File: config.mk
export PLATFORM = sky130hd
export DESIGN_NAME = puf_challenge_sequencer
export DESIGN_NICKNAME = d
export VERILOG_FILES = /design/src/rtl/puf_challenge_sequencer.sv
export SDC_FILE = /design/constraint.sdc
export NUM_CORES = 1
export LEC_CHECK = 0
export ABC_AREA = 0
export CELL_PAD_IN_SITES_DETAIL_PLACEMENT = 2
export CELL_PAD_IN_SITES_GLOBAL_PLACEMENT = 2
export CORE_AREA = 2 2 65 67
export DETAILED_ROUTE_END_ITERATION = 12
export DIE_AREA = 0 0 67 69
export PLACE_DENSITY_LB_ADDON = 0.15
export SETUP_SLACK_MARGIN = 0.15
export SLEW_MARGIN = 25
export SYNTH_ARGS = -nofsm -noshare
export SYNTH_HDL_FRONTEND = slang
export SYNTH_SLANG_ARGS = --single-unit
File: constraint.sdc
create_clock -name clk -period 1.6 [get_ports clk]
set_input_delay 0.4 -clock clk [delete_from_list [all_inputs] [get_ports clk]]
set_output_delay 0.4 -clock clk [all_outputs]
set_load 0.01 [all_outputs]
File: src/rtl/puf_challenge_sequencer.sv
// Challenge sequencer for the XOR-PUF: launches repeated arbiter races per
// challenge and majority-votes the XORed y/z responses into one bit.
module puf_challenge_sequencer #(
  parameter int CW            = 8,
  parameter int SETTLE_CYCLES = 4,
  parameter int NUM_EVAL      = 5
) (
  input  logic          clk,
  input  logic          rst,
  input  logic [CW-1:0] chal_in,
  input  logic          chal_valid,
  output logic          chal_ready,
  output logic [CW-1:0] net_x,
  output logic          arb_launch,
  input  logic          arb_y_resp,
  input  logic          arb_z_resp,
  output logic          resp_out,
  output logic          resp_stable,
  output logic          resp_valid,
  input  logic          resp_ready,
  output logic          busy
);

  localparam int EW = $clog2(NUM_EVAL + 1);
  localparam int SW = $clog2(SETTLE_CYCLES + 1);

  if (NUM_EVAL < 1 || (NUM_EVAL % 2) == 0 || SETTLE_CYCLES < 1) begin : g_bad_params
    $error("puf_challenge_sequencer: NUM_EVAL must be odd >=1, SETTLE_CYCLES >=1");
  end

  typedef enum logic [2:0] {
    IDLE,
    LAUNCH,
    SETTLE,
    SAMPLE,
    DONE
  } state_t;

  state_t        state;
  logic [EW-1:0] eval_cnt;
  logic [EW-1:0] ones_cnt;
  logic [EW-1:0] ones_nxt;
  logic [SW-1:0] settle_cnt;

  // Vote count including the sample taken in the current SAMPLE cycle
  assign ones_nxt   = ones_cnt + EW'(arb_y_resp ^ arb_z_resp);
  assign chal_ready = (state == IDLE);
  assign busy       = (state != IDLE);

  always_ff @(posedge clk or posedge rst) begin
    if (rst) begin
      state       <= IDLE;
      net_x       <= '0;
      arb_launch  <= 1'b0;
      resp_out    <= 1'b0;
      resp_stable <= 1'b0;
      resp_valid  <= 1'b0;
      eval_cnt    <= '0;
      ones_cnt    <= '0;
      settle_cnt  <= '0;
    end else begin
      arb_launch <= 1'b0;
      unique case (state)
        IDLE: begin
          if (chal_valid) begin
            net_x      <= chal_in;
            eval_cnt   <= '0;
            ones_cnt   <= '0;
            arb_launch <= 1'b1;
            state      <= LAUNCH;
          end
        end
        LAUNCH: begin
          settle_cnt <= '0;
          state      <= SETTLE;
        end
        SETTLE: begin
          settle_cnt <= settle_cnt + SW'(1);
          if (settle_cnt == SW'(SETTLE_CYCLES - 1))
            state <= SAMPLE;
        end
        SAMPLE: begin
          ones_cnt <= ones_nxt;
          eval_cnt <= eval_cnt + EW'(1);
          if (eval_cnt == EW'(NUM_EVAL - 1)) begin
            resp_out    <= (int'(ones_nxt) > NUM_EVAL / 2);
            resp_stable <= (ones_nxt == '0) ||
                           (ones_nxt == EW'(NUM_EVAL));
            resp_valid  <= 1'b1;
            state       <= DONE;
          end else begin
            arb_launch <= 1'b1;
            state      <= LAUNCH;
          end
        end
        DONE: begin
          if (resp_ready) begin
            resp_valid <= 1'b0;
            state      <= IDLE;
          end
        end
        default: state <= IDLE;
      endcase
    end
  end

endmodule
==> flow_summary.json, run 1 <==
{
  "status": "complete, no violations",
  "initial_core_util": 0.2983,
  "firstDrtPassIters": 2,
  "rsz0062_at_grt": "yes",
  "async_reset_ff_frac": 1.000,
  "worstReg2RegStart": "state[1]$_DFFE_PP0P_",
  "arrival_ns": 1.72,
  "fillers": 438,
  "slew_viol_final": 0,
  "clk_latency_ns": 0.26,
  "yosys.area.top_type": "dfrtp_1",
  "max_clock_freq_ghz": 0.6411,
  "viasPerCell": 4.796,
  "synth-simple-area-share": 0.1200,
  "syn_nets": 118,
  "critPathKind": "reg -> reg",
  "rows": 23,
  "syn_area_sq_mm": 0.001167,
  "fp.coreArea_sq_mm": 0.003914,
  "synth.most_common_cell": "dfrtp_1",
  "synth_seq_area_share": 0.5145,
  "min_path_type": "in -> async",
  "clock-sinks": 24,
  "portBuffers": 27,
  "reg2regPathDepth": 5,
  "ff2ff_setup_slack_ns": 0.04,
  "grt_pass1_vias": 1052,
  "drt_iter0_drc": 10,
  "synthTopCellsByArea": "dfrtp_1 51%, mux2_2 11%, ha_1 6.4%, nor3b_1 2.6%, inv_1 2.3%",
  "ys_ff_latch": 24,
  "synth-compound-area-share": 0.1200,
  "ys.warnings.count": 0,
  "final_cells": 191,
  "final_layout_size_suffix_gt1_frac": 0.3404,
  "routedWlPerCell_microns": 15.45,
  "finalSetupViolCount": 0,
  "fin_skew_ns": 0.002559,
  "setup.worst_path.end_class": "flip-flop",
  "path_delay_family": "flip-flops",
  "setup_tns_ns": 0,
  "cpPeakStageDelay_ns": 0.42,
  "grt_max_degree": 25,
  "layout.nets": 162,
  "synth_cell_types": 30,
  "cp.required_ns": 1.76,
  "period_share": 0.9749,
  "cts-buffers-inserted": 3,
  "finalHoldViolCount": 0,
  "path_max_fanout": 10,
  "die_y_microns": 69,
  "cpMaxStageDelayCell": "dfrtp_1",
  "ant_nets": 0,
  "gp_congestion": 0.7556,
  "synth_commonest_cells": "24 x dfrtp_1, 11 x mux2_2, 7 x inv_1, 7 x nand2_1, 6 x ha_1",
  "routed_wl_microns": 2951,
  "ir_drop_v": 0.0006098,
  "cap_violations": 0,
  "muxShareOfSynthArea": 0.1147,
  "syn_area_per_cell_sq_um": 11.91,
  "maxSlewHeadroom": 0.7951,
  "synth_top_cell_area_share": 0.5145,
  "synth_top_family_by_area": "compound AO/OA/AOI/OAI gates",
  "die_w_microns": 67,
  "crit_path_start": "state[1]$_DFFE_PP0P_",
  "post-place-cells": 181,
  "worst_pin_slew_ns": 0.3034,
  "synth_xor_area_frac": 0.03001,
  "synth_fa_ha_area_frac": 0.06431,
  "crit_cells": 5,
  "antenna_found_initial": 0,
  "syn_to_final_growth_pct": 48.23,
  "worst_setup_path_start_kind": "flip-flop",
  "synth_ff_type": "dfrtp_1",
  "synth-edff-count": 0,
  "grt_usage": 0.1411,
  "clkTransAtPathRegs_ns": 0.09,
  "crit_path_cell_trace": "buf_4, nor4b_4, buf_12, nor2_2, a211o_1",
  "p_leak_uw": 0.0008032,
  "syn-instance-count": 98,
  "drcViolationCount": 0,
  "grt_pass1_wl_microns": 5002,
  "dp_hpwl_microns": 2119,
  "n_antenna_cell": 0,
  "grt_overflow": 0,
  "cts_tree": "built",
  "io_pins": 28,
  "cts_buffer_depth": 2,
  "root_buffer": "clkbuf_8",
  "path_buf_inv": 2,
  "htreeDepth": 1,
  "fin_crit_ns": 1.560,
  "timing.rr.end": "eval_cnt[2]$_DFFE_PP0P_",
  "die_area_sq_mm": 0.004623,
  "via_count": 916,
  "critPathCapture": "eval_cnt[2]$_DFFE_PP0P_",
  "cellPowerDensity_mw_per_mm2": 1681
}
worst register-to-register path: cells and delay by family, from the launching register on:
kind	cells	cell delay [ns]
buf+inv	2	0.35
compound gates	1	0.29
simple gates	2	0.39
flops	1	0.42
per-layer routing:
metal	GRT usage	part of all wire	vias to the layer above	wire, microns
li1	-	-	434	-
met1	0.1830	0.43	456	1275
met2	0.2343	0.51	24	1503
met3	0.02284	0.051	2	151
met4	0.04762	0.0071	0	21
met5	0	0	-	0
cell families after synthesis:
group           Yosys count
flops                    24
simple gates             22
compound gates           19
mux                      12
buf+inv                  11
fa+ha+maj                 6
xor+xnor                  4
cells in the final DEF, fill, tap and decap left out, drive strengths merged, types with 4 or more instances in the layout:
| master | instances |
|---|---|
| dfrtp | 24 |
| buf | 19 |
| dlygate4sd2 | 12 |
| mux2 | 11 |
| clkdlybuf4s50 | 11 |
| inv | 7 |
| nand2 | 7 |
| ha | 6 |
| clkbuf | 5 |
| nor3b | 4 |
| o21ai | 4 |
metrics by stage:
| stage | instance area [sq um] | hold slack, ns | utilization | setup WS [ns] | power [uW] |
|---|---|---|---|---|---|
| 5_1_grt | 1730 | 0.5216 | 0.4421 | 0.008642 | 3161 |
| 6_report | 1730 | 0.4869 | 0.4421 | 0.04019 | 2909 |
| 3_5_place_dp | 1587 | 0.4940 | 0.4054 | -0.3921 | 2457 |
| 2_1_floorplan | 1182 | 0.4146 | - | 0.1201 | 1774 |
| 3_3_place_gp | 1587 | 0.4631 | 0.4054 | -0.3570 | 2399 |
| 4_1_cts | 1667 | 0.5029 | 0.4258 | 0.01575 | 2850 |
worst min-delay path by stage:
stage	start	end	slack, ns	cells past startpoint
6_report	rst	net_x[5]$_DFFE_PP0P_	0.49	3
3_5_place_dp	settle_cnt[2]$_DFFE_PP0P_	settle_cnt[2]$_DFFE_PP0P_	0.49	2
4_1_cts	rst	net_x[7]$_DFFE_PP0P_	0.50	3
2_1_floorplan	rst	arb_launch$_DFF_PP0_	0.41	1
5_1_grt	rst	net_x[0]$_DFFE_PP0P_	0.52	3
3_3_place_gp	settle_cnt[2]$_DFFE_PP0P_	settle_cnt[2]$_DFFE_PP0P_	0.46	2
power by group:
group	leakage [uW]	switching (uW)	total, uW	internal (uW)
Clock	0.0000288	197	416	220
Combinational	0.000478	697	1500	800
Sequential	0.000296	154	997	843
state kept, by name, indices dropped and copies added (netlist names):
name         cells
arb_launch       1
eval_cnt         3
net_x            8
ones_cnt         3
resp_out         1
resp_stable      1
resp_valid       1
settle_cnt       3
state            3
cell type report:
class | count | area, sq um | area share
inverters | 7 | 26.28 | 0.01518
flip-flops and latches | 24 | 600.6 | 0.3471
well taps | 50 | 62.56 | 0.03615
repair buffers | 43 | 371.6 | 0.2148
clock buffers | 4 | 55.05 | 0.03181
multi-input cells | 63 | 614.3 | 0.3550
what timing repair did:
action | CTS | global route
setup endpoints to repair | 30 | 18
hold endpoints to repair | 0 | 0
hold buffers | 0 | 0
resized for setup | 28 | 11
buffers inserted | 4 | 2
pin swaps | 7 | 4
No activity file was read; power rests on OpenSTA's default activity.
==> inputs of run 2 (changes only) <==
SETUP_SLACK_MARGIN = default   (was 0.15)
==> run 2 against run 1 <==
Final cell count is 2.6% lower. Register-to-register slack barely moved. Final area shrank 3.2%. Wire length up 3.9%. Global-route usage rose by 1.0 points. Combinational power decreased by 5%. Highest routed layer unchanged. First-iteration DRC count rose to 2.5 times the previous value. Utilization down 1.4 points. Total power fell by 2.4%. Clock skew grew 0.0013 ns. Setup slack improved by 0.0020 ns. Maximum frequency increased by 0.13%.
==> flow_summary.json, run 2 (synthesis results as in run 1) <==
{
  "clkTransAtPathRegs_ns": 0.09,
  "initial_core_util": 0.2983,
  "grt_overflow": 0,
  "syn_to_final_growth_pct": 43.52,
  "cts_tree": "built",
  "setup.worst_path.end_class": "output port",
  "slew_viol_final": 0,
  "crit_path_cell_trace": "clkdlybuf4s50_1",
  "reg2regPathDepth": 4,
  "timing.rr.end": "net_x[7]$_DFFE_PP0P_",
  "via_count": 926,
  "final_layout_size_suffix_gt1_frac": 0.2574,
  "grt_usage": 0.1512,
  "ant_nets": 0,
  "worst_setup_path_start_kind": "flip-flop",
  "ir_drop_v": 0.0006042,
  "path_buf_inv": 1,
  "root_buffer": "clkbuf_8",
  "crit_cells": 1,
  "fin_crit_ns": 1.558,
  "clock-sinks": 24,
  "io_pins": 28,
  "finalPower_uw": 2838,
  "routedWlPerCell_microns": 16.48,
  "path_max_fanout": 2,
  "fin_skew_ns": 0.003896,
  "busiest_layer": "met2",
  "status": "complete, no violations",
  "worstReg2RegStart": "state[0]$_DFFE_PP0P_",
  "min_path_type": "in -> async",
  "viasPerCell": 4.978,
  "register_area_sq_um": 600.6,
  "p_leak_uw": 0.0008063,
  "die_y_microns": 69,
  "largest_register_ffs": 8,
  "n_antenna_cell": 0,
  "cap_violations": 0,
  "die_area_sq_mm": 0.004623,
  "cts_buffer_depth": 2,
  "gp_congestion": 0.7320,
  "cellPowerDensity_mw_per_mm2": 1694,
  "cp.required_ns": 1.20,
  "grt_pass1_wl_microns": 5264,
  "grt_max_degree": 25,
  "htreeDepth": 1,
  "final_cell_mix": "24 x dfrtp_1, 12 x clkdlybuf4s50_1, 11 x mux2_2",
  "use_met1": 0.1927,
  "finalHoldViolCount": 0,
  "drcViolationCount": 0,
  "routed_wl_microns": 3065,
  "maxSlewHeadroom": 0.7879,
  "finalSetupViolCount": 0,
  "regMostFlops": "net_x",
  "globalRouteMet3Util": 0.01794,
  "fp.coreArea_sq_mm": 0.003914,
  "multi_input_area_sq_um": 569.3,
  "critPathKind": "reg -> out",
  "worst_pin_slew_ns": 0.3155,
  "crit_path_start": "net_x[4]$_DFFE_PP0P_",
  "cpMaxStageDelayCell": "clkdlybuf4s50_1",
  "firstDrtPassIters": 2,
  "layout_commonest_cell": "dfrtp_1",
  "finish.utilization": 0.4281,
  "path_delay_family": "buffers and inverters",
  "holdWs_ns": 0.4864,
  "grt_pass1_vias": 1069,
  "rsz0062_at_grt": "no",
  "arrival_ns": 1.16,
  "portBuffers": 27,
  "max_clock_freq_ghz": 0.6419,
  "cts-hold-fix-buffers": 0,
  "cpPeakStageDelay_ns": 0.54,
  "antenna_found_initial": 0,
  "period_share": 0.9736,
  "layout.nets": 157,
  "drt_iter0_drc": 25,
  "ff2ff_setup_slack_ns": 0.05,
  "clk_latency_ns": 0.27,
  "cts-buffers-inserted": 3,
  "dp_hpwl_microns": 2293,
  "fillers": 418,
  "rows": 23,
  "use_met2": 0.2508,
  "setup_tns_ns": 0,
  "die_w_microns": 67
}
run 2: metrics by stage:
| stage | std cells | setup WS (ns) | instance area [sq um] |
|---|---|---|---|
| floorplan | 98 | 0.03467 | 1167 |
| global placement | 181 | -0.4210 | 1559 |
| detailed placement | 181 | -0.5227 | 1559 |
| CTS | 186 | 0.01477 | 1658 |
| global route | 186 | 0.001535 | 1675 |
| finish | 186 | 0.04219 | 1675 |
run 2: worst max path at each step:
| stage | end | slack, ns |
|---|---|---|
| 3_5_place_dp | resp_out$_DFFE_PP0P_ | -0.52 |
| 6_report | net_x[4] | 0.04 |
| 5_1_grt | net_x[1]$_DFFE_PP0P_ | 0.002 |
| 2_1_floorplan | resp_out$_DFFE_PP0P_ | 0.03 |
| 3_3_place_gp | resp_out$_DFFE_PP0P_ | -0.42 |
| 4_1_cts | net_x[5] | 0.01 |
run 2: per-layer routing:
| layer | up-vias | part of all wire | routed length (microns) |
|---|---|---|---|
| li1 | 425 | - | - |
| met1 | 476 | 0.42 | 1291 |
| met2 | 20 | 0.52 | 1604 |
| met3 | 5 | 0.034 | 105 |
| met4 | 0 | 0.021 | 63 |
| met5 | - | 0 | 0 |
run 2: area by class of cell:
type,count,area share
Tap cell,50,0.03734
Multi-Input combinational cell,63,0.3398
Clock buffer,4,0.03286
Sequential cell,24,0.3585
Timing Repair Buffer,38,0.2158
Inverter,7,0.01568
run 2: what timing repair did:
item,4_1_cts,5_1_grt
resized for setup,18,10
buffers inserted,1,0
setup endpoints to repair,15,11
pin swaps,7,1
run 2: report_power, final:
part           switching (uW)  leakage [uW]  internal [uW]
combinational             662      0.000481            754
sequential                151      0.000296            843
clock                     208     0.0000288            220
==> inputs of run 3 (changes only) <==
SLEW_MARGIN = 20   (was 25)
==> results of run 3 <==
No change in the layout: final DEF, timing and power equal those of run 2.
